[src/rtl/inst_fetch_queue_if.sv]
// Fetch-queue bus: instruction-memory request/response channel, branch
// redirect from MEM, and the instruction handed to the IF/ID register.
interface inst_fetch_queue_if;
    logic        imem_req_valid;
    logic [63:0] imem_req_addr;
    logic        imem_req_ready;
    logic        imem_resp_valid;
    logic [31:0] imem_resp_inst;
    logic        redirect;
    logic [63:0] redirect_addr;
    logic        stall;
    logic        inst_valid;
    logic [31:0] inst;
    logic [63:0] inst_addr;

    // The fetch queue drives requests and fetched instructions.
    modport master (
        output imem_req_valid, imem_req_addr, inst_valid, inst, inst_addr,
        input  imem_req_ready, imem_resp_valid, imem_resp_inst,
               redirect, redirect_addr, stall
    );

    // Memory / pipeline side of the same bus.
    modport slave (
        input  imem_req_valid, imem_req_addr, inst_valid, inst, inst_addr,
        output imem_req_ready, imem_resp_valid, imem_resp_inst,
               redirect, redirect_addr, stall
    );
endinterface

[src/rtl/inst_fetch_queue.sv]
// Decoupled instruction-fetch front end. Issues word requests from fetch_pc,
// remembers in-flight addresses, buffers returned instructions in a FIFO and
// squashes wrong-path responses after a MEM-stage redirect. Outstanding
// requests plus buffered entries never exceed DEPTH, so the FIFO cannot
// overflow and the memory never needs back-pressure on responses.
module inst_fetch_queue #(
    parameter int unsigned DEPTH    = 4,
    parameter logic [63:0] RESET_PC = 64'h0
) (
    input logic                CLK,
    input logic                RST,
    inst_fetch_queue_if.master bus
);
    localparam int unsigned PW = $clog2(DEPTH);
    localparam int unsigned CW = PW + 1;
    localparam logic [CW:0] DEPTH_C = (CW + 1)'(DEPTH);
    localparam logic [31:0] NOP = 32'h0000_0013;

    logic [63:0]   fetch_pc_r;
    logic [31:0]   fifo_inst_r [DEPTH];
    logic [63:0]   fifo_addr_r [DEPTH];
    logic [PW-1:0] head_r;
    logic [PW-1:0] tail_r;
    logic [CW-1:0] count_r;
    logic [63:0]   aq_addr_r [DEPTH];
    logic [PW-1:0] aq_head_r;
    logic [PW-1:0] aq_tail_r;
    logic [CW-1:0] outstanding_r;
    logic [CW-1:0] drop_cnt_r;

    logic [CW:0]   credit_used_s;
    logic          req_fire_s;
    logic          resp_ok_s;
    logic          resp_keep_s;
    logic          pop_s;
    logic [63:0]   target_s;

    // Credits: every in-flight request reserves a FIFO slot.
    assign credit_used_s = {1'b0, outstanding_r} + {1'b0, count_r};
    assign bus.imem_req_valid = !RST && !bus.redirect && (credit_used_s < DEPTH_C);
    assign bus.imem_req_addr  = fetch_pc_r;

    assign req_fire_s  = bus.imem_req_valid && bus.imem_req_ready;
    // A response with nothing outstanding (e.g. stale across reset) is ignored.
    assign resp_ok_s   = bus.imem_resp_valid && (outstanding_r != CW'(0));
    assign resp_keep_s = resp_ok_s && (drop_cnt_r == CW'(0)) && !bus.redirect;
    assign pop_s       = (count_r != CW'(0)) && !bus.stall && !bus.redirect;
    assign target_s    = bus.redirect_addr & ~64'h3;

    // Present the FIFO head, or a NOP bubble when empty.
    always_comb begin
        bus.inst_valid = 1'b0;
        bus.inst       = NOP;
        bus.inst_addr  = 64'h0;
        if (count_r != CW'(0)) begin
            bus.inst_valid = 1'b1;
            bus.inst       = fifo_inst_r[head_r];
            bus.inst_addr  = fifo_addr_r[head_r];
        end else begin
            bus.inst_valid = 1'b0;
        end
    end

    // Fetch PC: redirect target wins, otherwise advance on each accepted request.
    always_ff @(posedge CLK or posedge RST) begin
        if (RST) begin
            fetch_pc_r <= RESET_PC;
        end else if (bus.redirect) begin
            fetch_pc_r <= target_s;
        end else if (req_fire_s) begin
            fetch_pc_r <= fetch_pc_r + 64'd4;
        end
    end

    // In-flight address queue pointers and outstanding request count.
    always_ff @(posedge CLK or posedge RST) begin
        if (RST) begin
            aq_head_r     <= PW'(0);
            aq_tail_r     <= PW'(0);
            outstanding_r <= CW'(0);
        end else begin
            if (req_fire_s) begin
                aq_tail_r <= aq_tail_r + PW'(1);
            end
            if (resp_ok_s) begin
                aq_head_r <= aq_head_r + PW'(1);
            end
            if (req_fire_s && !resp_ok_s) begin
                outstanding_r <= outstanding_r + CW'(1);
            end else if (!req_fire_s && resp_ok_s) begin
                outstanding_r <= outstanding_r - CW'(1);
            end
        end
    end

    // Wrong-path drain counter: everything still in flight at a redirect is
    // discarded, including a response landing in the redirect cycle itself.
    always_ff @(posedge CLK or posedge RST) begin
        if (RST) begin
            drop_cnt_r <= CW'(0);
        end else if (bus.redirect) begin
            drop_cnt_r <= resp_ok_s ? (outstanding_r - CW'(1)) : outstanding_r;
        end else if (resp_ok_s && (drop_cnt_r != CW'(0))) begin
            drop_cnt_r <= drop_cnt_r - CW'(1);
        end
    end

    // FIFO pointers and occupancy; a redirect flushes without counting a pop.
    always_ff @(posedge CLK or posedge RST) begin
        if (RST) begin
            head_r  <= PW'(0);
            tail_r  <= PW'(0);
            count_r <= CW'(0);
        end else if (bus.redirect) begin
            head_r  <= PW'(0);
            tail_r  <= PW'(0);
            count_r <= CW'(0);
        end else begin
            if (resp_keep_s) begin
                tail_r <= tail_r + PW'(1);
            end
            if (pop_s) begin
                head_r <= head_r + PW'(1);
            end
            if (resp_keep_s && !pop_s) begin
                count_r <= count_r + CW'(1);
            end else if (!resp_keep_s && pop_s) begin
                count_r <= count_r - CW'(1);
            end
        end
    end

    // Payload storage; validity is tracked by the pointers, so no reset needed.
    always_ff @(posedge CLK) begin
        if (req_fire_s) begin
            aq_addr_r[aq_tail_r] <= fetch_pc_r;
        end
        if (resp_keep_s) begin
            fifo_inst_r[tail_r] <= bus.imem_resp_inst;
            fifo_addr_r[tail_r] <= aq_addr_r[aq_head_r];
        end
    end
endmodule

[src/flat_wrapper.sv]
// flat-port wrapper written by rule: the top's interface ports become plain ports
module inst_fetch_queue_flat 
#(
    parameter int unsigned DEPTH    = 4,
    parameter logic [63:0] RESET_PC = 64'h0
)
  (CLK, RST, bus_imem_req_valid, bus_imem_req_addr, bus_inst_valid, bus_inst, bus_inst_addr, bus_imem_req_ready, bus_imem_resp_valid, bus_imem_resp_inst, bus_redirect, bus_redirect_addr, bus_stall);
  inst_fetch_queue_if bus_i ();
  input logic CLK;
  input logic RST;
  output wire logic [$bits(bus_i.imem_req_valid)-1:0] bus_imem_req_valid;
  output wire logic [$bits(bus_i.imem_req_addr)-1:0] bus_imem_req_addr;
  output wire logic [$bits(bus_i.inst_valid)-1:0] bus_inst_valid;
  output wire logic [$bits(bus_i.inst)-1:0] bus_inst;
  output wire logic [$bits(bus_i.inst_addr)-1:0] bus_inst_addr;
  input wire logic [$bits(bus_i.imem_req_ready)-1:0] bus_imem_req_ready;
  input wire logic [$bits(bus_i.imem_resp_valid)-1:0] bus_imem_resp_valid;
  input wire logic [$bits(bus_i.imem_resp_inst)-1:0] bus_imem_resp_inst;
  input wire logic [$bits(bus_i.redirect)-1:0] bus_redirect;
  input wire logic [$bits(bus_i.redirect_addr)-1:0] bus_redirect_addr;
  input wire logic [$bits(bus_i.stall)-1:0] bus_stall;
  assign bus_imem_req_valid = bus_i.imem_req_valid;
  assign bus_imem_req_addr = bus_i.imem_req_addr;
  assign bus_inst_valid = bus_i.inst_valid;
  assign bus_inst = bus_i.inst;
  assign bus_inst_addr = bus_i.inst_addr;
  assign bus_i.imem_req_ready = bus_imem_req_ready;
  assign bus_i.imem_resp_valid = bus_imem_resp_valid;
  assign bus_i.imem_resp_inst = bus_imem_resp_inst;
  assign bus_i.redirect = bus_redirect;
  assign bus_i.redirect_addr = bus_redirect_addr;
  assign bus_i.stall = bus_stall;
  inst_fetch_queue #(.DEPTH(DEPTH), .RESET_PC(RESET_PC)) u_core (.CLK(CLK), .RST(RST), .bus(bus_i));
endmodule
[config.mk]
export PLATFORM = sky130hd
export DESIGN_NAME = inst_fetch_queue_flat
export DESIGN_NICKNAME = d
export VERILOG_FILES = /design/src/rtl/inst_fetch_queue_if.sv /design/src/rtl/inst_fetch_queue.sv /design/src/flat_wrapper.sv
export SDC_FILE = /design/constraint.sdc
export NUM_CORES = 1
export LEC_CHECK = 0
export ABC_CLOCK_PERIOD_IN_PS = 6020
export CAP_MARGIN = 20
export CORE_MARGIN = 2
export CORE_UTILIZATION = 40
export DETAILED_ROUTE_END_ITERATION = 16
export PLACE_DENSITY = 0.57
export SETUP_SLACK_MARGIN = 0.4
export SLEW_MARGIN = 20
export SYNTH_ARGS = -nofsm -noshare
export SYNTH_HDL_FRONTEND = slang
export SYNTH_SLANG_ARGS = --single-unit
[constraint.sdc]
create_clock -name CLK -period 6.02 [get_ports CLK]
set_clock_uncertainty 0.2 [all_clocks]
set_input_delay 1.204 -clock CLK [delete_from_list [all_inputs] [get_ports CLK]]
set_output_delay 1.204 -clock CLK [all_outputs]
set_load 0.1 [all_outputs]
Yosys cells after proc, flatten, opt, wreduce, memory -nomap -nowiden --
Memory sizes are Yosys's and may differ from the RTL's. Cells that the tools add are included.
Word-level totals: flip-flop bits (word level) 81, bits in writable memories 640, input port bits 102, output and inout port bits 162, logic and storage cells 74, memories kept 3
Memory list:
- u_core.aq_addr_r | depth 4, bits a word 64, read ports 1, clocked after Yosys merged registers in 0, wr ports 1, line inst_fetch_queue.sv:25 | logic [63:0] aq_addr_r [DEPTH];
- u_core.fifo_addr_r | depth 4, bits a word 64, read ports 1, clocked after Yosys merged registers in 0, wr ports 1, line inst_fetch_queue.sv:21 | logic [63:0] fifo_addr_r [DEPTH];
- u_core.fifo_inst_r | depth 4, bits a word 32, read ports 1, clocked after Yosys merged registers in 0, wr ports 1, line inst_fetch_queue.sv:20 | logic [31:0] fifo_inst_r [DEPTH];
Operators by class: $add $sub $neg 11, $lt $le $gt $ge 1, multiplexer cells 21, reduce and logical (&&, ||, !) cells 30
Operators with widths (number):
- two-way mux 64 bit | 3
- adder 64 x 3 -> 64 bit, second input constant | 1
- two-way mux 32 bit | 1
- two-way mux 3 bit | 8
- logical AND 1 bit | 13
- nonzero test 3 bit | 4
- nonzero test 2 bit | 5
- subtractor 3 x 1 -> 3 bit, second input constant | 3
- adder 2 x 1 -> 2 bit, second input constant | 4
- two-way mux 2 bit | 4
- logical NOT 1 bit | 7
- adder 3 x 1 -> 3 bit, second input constant | 2
- two-way mux 1 bit | 5
- adder 3 x 3 -> 4 bit | 1
- < comparator 4 x 3 -> 1 bit, second input constant | 1
- logical NOT 3 bit | 1

Depth between registers and ports, before layout --
word-level depth 9, mapped depth 11, mapped depth without buffers 10

Least setup slack after synthesis --
Ideal clock, no wire load.
path type input-to-reg, from in bus_redirect, to mem u_core.fifo_addr_r[0][10], enable pin, library setup time 464 ps, data arrival time 3950 ps, required time 5356 ps, setup slack 1406 ps, stages 4, path buffers 2, cell sequence clkbuf_1 > clkbuf_1 > nor2_1 > and2_1
Between the ends: cells in the longest elaborated chain, start to end 4
RTL lines:
- start: declaration | line flat_wrapper.sv:19 | input wire logic [$bits(bus_i.redirect)-1:0] bus_redirect;
- logical NOT 1 bit | line inst_fetch_queue.sv:46 | assign resp_keep_s = resp_ok_s && (drop_cnt_r == CW'(0)) && !bus.redirect;
- logical AND 1 bit | line inst_fetch_queue.sv:46
- two-way mux 1 bit | line inst_fetch_queue.sv:138 | if (resp_keep_s) begin
- two-way mux 1 bit (not written as such) | line inst_fetch_queue.sv:140 | fifo_addr_r[tail_r] <= aq_addr_r[aq_head_r];
- end: declaration | line inst_fetch_queue.sv:21
Every way passes these cells.

Worst setup path in the final report --
from reg u_core.head_r[0], to out bus_inst[4]
Between the ends: cells in the longest elaborated chain, start to end 2
RTL lines:
- start: declaration | line inst_fetch_queue.sv:22 | logic [PW-1:0] head_r;
- start signal: assignment | line inst_fetch_queue.sv:123 | head_r <= head_r + PW'(1);
- memory read (4 x 32 bit)
- two-way mux 32 bit | line inst_fetch_queue.sv:55 | if (count_r != CW'(0)) begin
- end: declaration | line flat_wrapper.sv:14 | output wire logic [$bits(bus_i.inst)-1:0] bus_inst;
Every way passes these cells.

==> reports/metrics.cfg <==
[timing]
max_freq_ghz=0.195
min_period_ns=5.13
setup_violations=0
tns_ns=0
final.period_utilization=0.852
drv_slew=0
hold_slack_ns=0.330
rsz0062_at_grt=false
worst_pin_slew_ns=1.16
slew_headroom=0.225
hold_viol=0

[worst_setup_path]
required_ns=4.62
cpMaxStageDelayCell=clkdlybuf4s50_1
crit_path_max_incr_delay_ns=1.00
reg2reg_depth=7
critPathKind=flip-flop to output pin
critical_path.cell_chain=buf_4 > mux4_2 > or2_2 > clkdlybuf4s50_1
start_kind=flip-flop
crit_family=buffers and inverters
crit_cells=4
end_kind=output pin
critPathArrivalTime_ns=3.72
cp.buffers_inverters=2
crit_fanout=29

[finish]
fillerInstances=5892
ff_latch_area_mm2=0.0207
layout-drive-gt1-share=0.175
nets=1940
multi_input_area_mm2=0.00722
areaGrowthSynthToFinish_pct=21.6

[placed_design]
portBuffers=257
routabilityCongestion=0.804
detailed_place_hpwl_mm=43.0

[floorplanning]
start_util=0.404
die_w_um=270
row_count=97
core_mm2=0.0701
die_h_um=270
dieArea_mm2=0.0731
ios=264

[pwr]
power.density_mw_per_mm2=502
leakagePower_nw=11.2
peakVddDrop_v=0.000382
power_mw=17.3

[yosys]
synth.largest_area_cell=edfxtp_1
ys_ff_latch=703
synthTopCellsByArea=edfxtp_1 66%, mux4_2 12%, dfrtp_1 7.0%, and2_1 2.5%, nand2_1 0.98%
ys.flop_type=edfxtp_1
synth_edf_count=624
yosysWarnings=0
ys_types=62
synth_top_area_share=0.661
netlist_area_mm2=0.0284
yosysSeqAreaShare=0.730
synthCells=1542
postSynthAreaPerCell_um2=18.4
async_reset_ff_frac=0.112

[global_route]
gr-total-overflow=0
grt_util_all_layers=0.191
grt_pass1_vias=15600
grt_first_pass_wirelength_mm=103
antenna_found_initial=2
grt_max_degree=71

[clocking]
ctsHoldBuffers=0
clk_latency_ns=0.60
cts.clk_slew.worst_paths_ns=0.06
ctsResizeCount=0
cts_setup_buffers=0
clockBufferDepth=3
cts.sinks=703
cts_tree=yes
clockRootBuffer=clkbuf_16
htreeDepth=3
numCtsBuffers=72

[worst_hold_path]
worstHoldPathType=flip-flop to flip-flop
min_delay_path_depth=1

[drt]
drt-total-wl_mm=69.6
post-route-drc-count=0
avgViaCountPerCell=5.44
routed-via-count=15300
ant_nets=0
firstDrtPassIters=6
wire_per_inst_um=24.7
drtIter0Drc=1240

[outcome]
outcome=complete, no violations

[job]
max_cap_violations=0

==> synth_stat cells, types with 3 or more instances <==
| cell type | n |
|---|---|
| and2_1 | 114 |
| a22oi_1 | 8 |
| o211ai_1 | 23 |
| nand4_1 | 32 |
| buf_4 | 5 |
| buf_2 | 20 |
| or2_2 | 6 |
| nand4_2 | 3 |
| nor2_1 | 32 |
| nor3_1 | 15 |
| nand2_1 | 74 |
| or3_1 | 3 |
| edfxtp_1 | 624 |
| or4_1 | 17 |
| a21oi_1 | 19 |
| a31oi_1 | 14 |
| a21o_1 | 4 |
| nor4_2 | 3 |
| xor2_1 | 10 |
| dfrtp_1 | 79 |
| o21ai_0 | 33 |
| xnor2_1 | 12 |
| nor4_1 | 12 |
| buf_1 | 8 |
| clkbuf_1 | 51 |
| o311ai_0 | 8 |
| mux4_2 | 156 |
| and3_1 | 11 |
| nor4_4 | 3 |
| nand3_1 | 47 |
| a221o_1 | 7 |
| mux2i_1 | 8 |
| ha_1 | 17 |
| nand2b_1 | 4 |
| inv_1 | 27 |
==> routing by layer <==
layer | vias up | routed length [um] | global-route usage
li1 | 6773 | - | -
met1 | 8037 | 30500 | 0.266
met2 | 441 | 33900 | 0.311
met3 | 81 | 3780 | 0.0347
met4 | 0 | 1490 | 0.0560
met5 | - | 0 | 0
==> layout make-up <==
type / instances / share of cell area
clock inverter: 29 / 0.00976
inverter: 27 / 0.00297
tap: 940 / 0.0341
sequential: 703 / 0.601
multi-input combinational: 730 / 0.209
timing repair buffer: 286 / 0.0845
clock buffer: 102 / 0.0583
antenna: 1 / 0.0000726
==> cell usage in the layout, fill, tap and decap left out, drive strengths merged, types with 16 or more instances in the layout <==
master and n:
a21oi 19, and2 114, buf 33, clkbuf 102
clkdlybuf4s50 253, clkinv 19, dfrtp 79, edfxtp 624
ha 17, inv 27, mux4 156, nand2 74
nand3 49, nand4 37, nor2 32, nor3 16
nor4 18, o211ai 23, o21ai 33, or4 17
==> where the power goes <==
| group | internal, mW | leakage [nW] | switching, mW | total (mW) |
|---|---|---|---|---|
| Sequential | 5.93 | 6.59 | 0.453 | 6.38 |
| Combinational | 1.78 | 3.48 | 4.73 | 6.51 |
| Clock | 2.63 | 1.13 | 1.79 | 4.42 |
| Total | 10.3 | 11.2 | 6.97 | 17.3 |
==> metrics by stage <==
stage,cells,instance area [um2],setup slack [ns],util
finish,2818,34500,0.893,0.492
global route,2817,34500,0.713,0.492
CTS,2817,34500,0.764,0.492
detailed placement,2686,32100,1.43,0.458
global placement,2686,32100,1.44,0.458
floorplan,1545,28400,1.41,-
==> cells by family after synthesis <==
family | count (synthesis) | share of synthesized area
fa+ha+maj | 18 | 0.00820
mux | 164 | 0.127
other cells | 1 | 0.000132
flops | 703 | 0.730
buf+inv | 112 | 0.0166
simple gates | 390 | 0.0801
xor+xnor | 22 | 0.00679
compound gates | 132 | 0.0312
==> registers in the layout, summed over array words and instances, names as in the netlist <==
signal,flops
u_core.aq_addr_r,248
u_core.head_r,2
u_core.bus.imem_req_addr,62
u_core.aq_tail_r,2
u_core.aq_head_r,2
u_core.tail_r,2
u_core.fifo_inst_r,128
u_core.drop_cnt_r,3
u_core.outstanding_r,3
u_core.count_r,3
u_core.fifo_addr_r,248
==> final timing paths <==
check	end	startpoint	slack [ns]
min	u_core.outstanding_r[0]	u_core.outstanding_r[0]	0.33
max	bus_inst[4]	u_core.head_r[0]	0.89
min in group asynchronous	u_core.bus.imem_req_addr[33]	RST	0.94
max in group asynchronous	u_core.bus.imem_req_addr[52]	RST	3.66
max reg2reg	u_core.fifo_inst_r[0][12]	u_core.outstanding_r[0]	2.54
min reg2reg	u_core.outstanding_r[0]	u_core.outstanding_r[0]	0.33
Note: power is estimated with default switching activity, not from simulation.
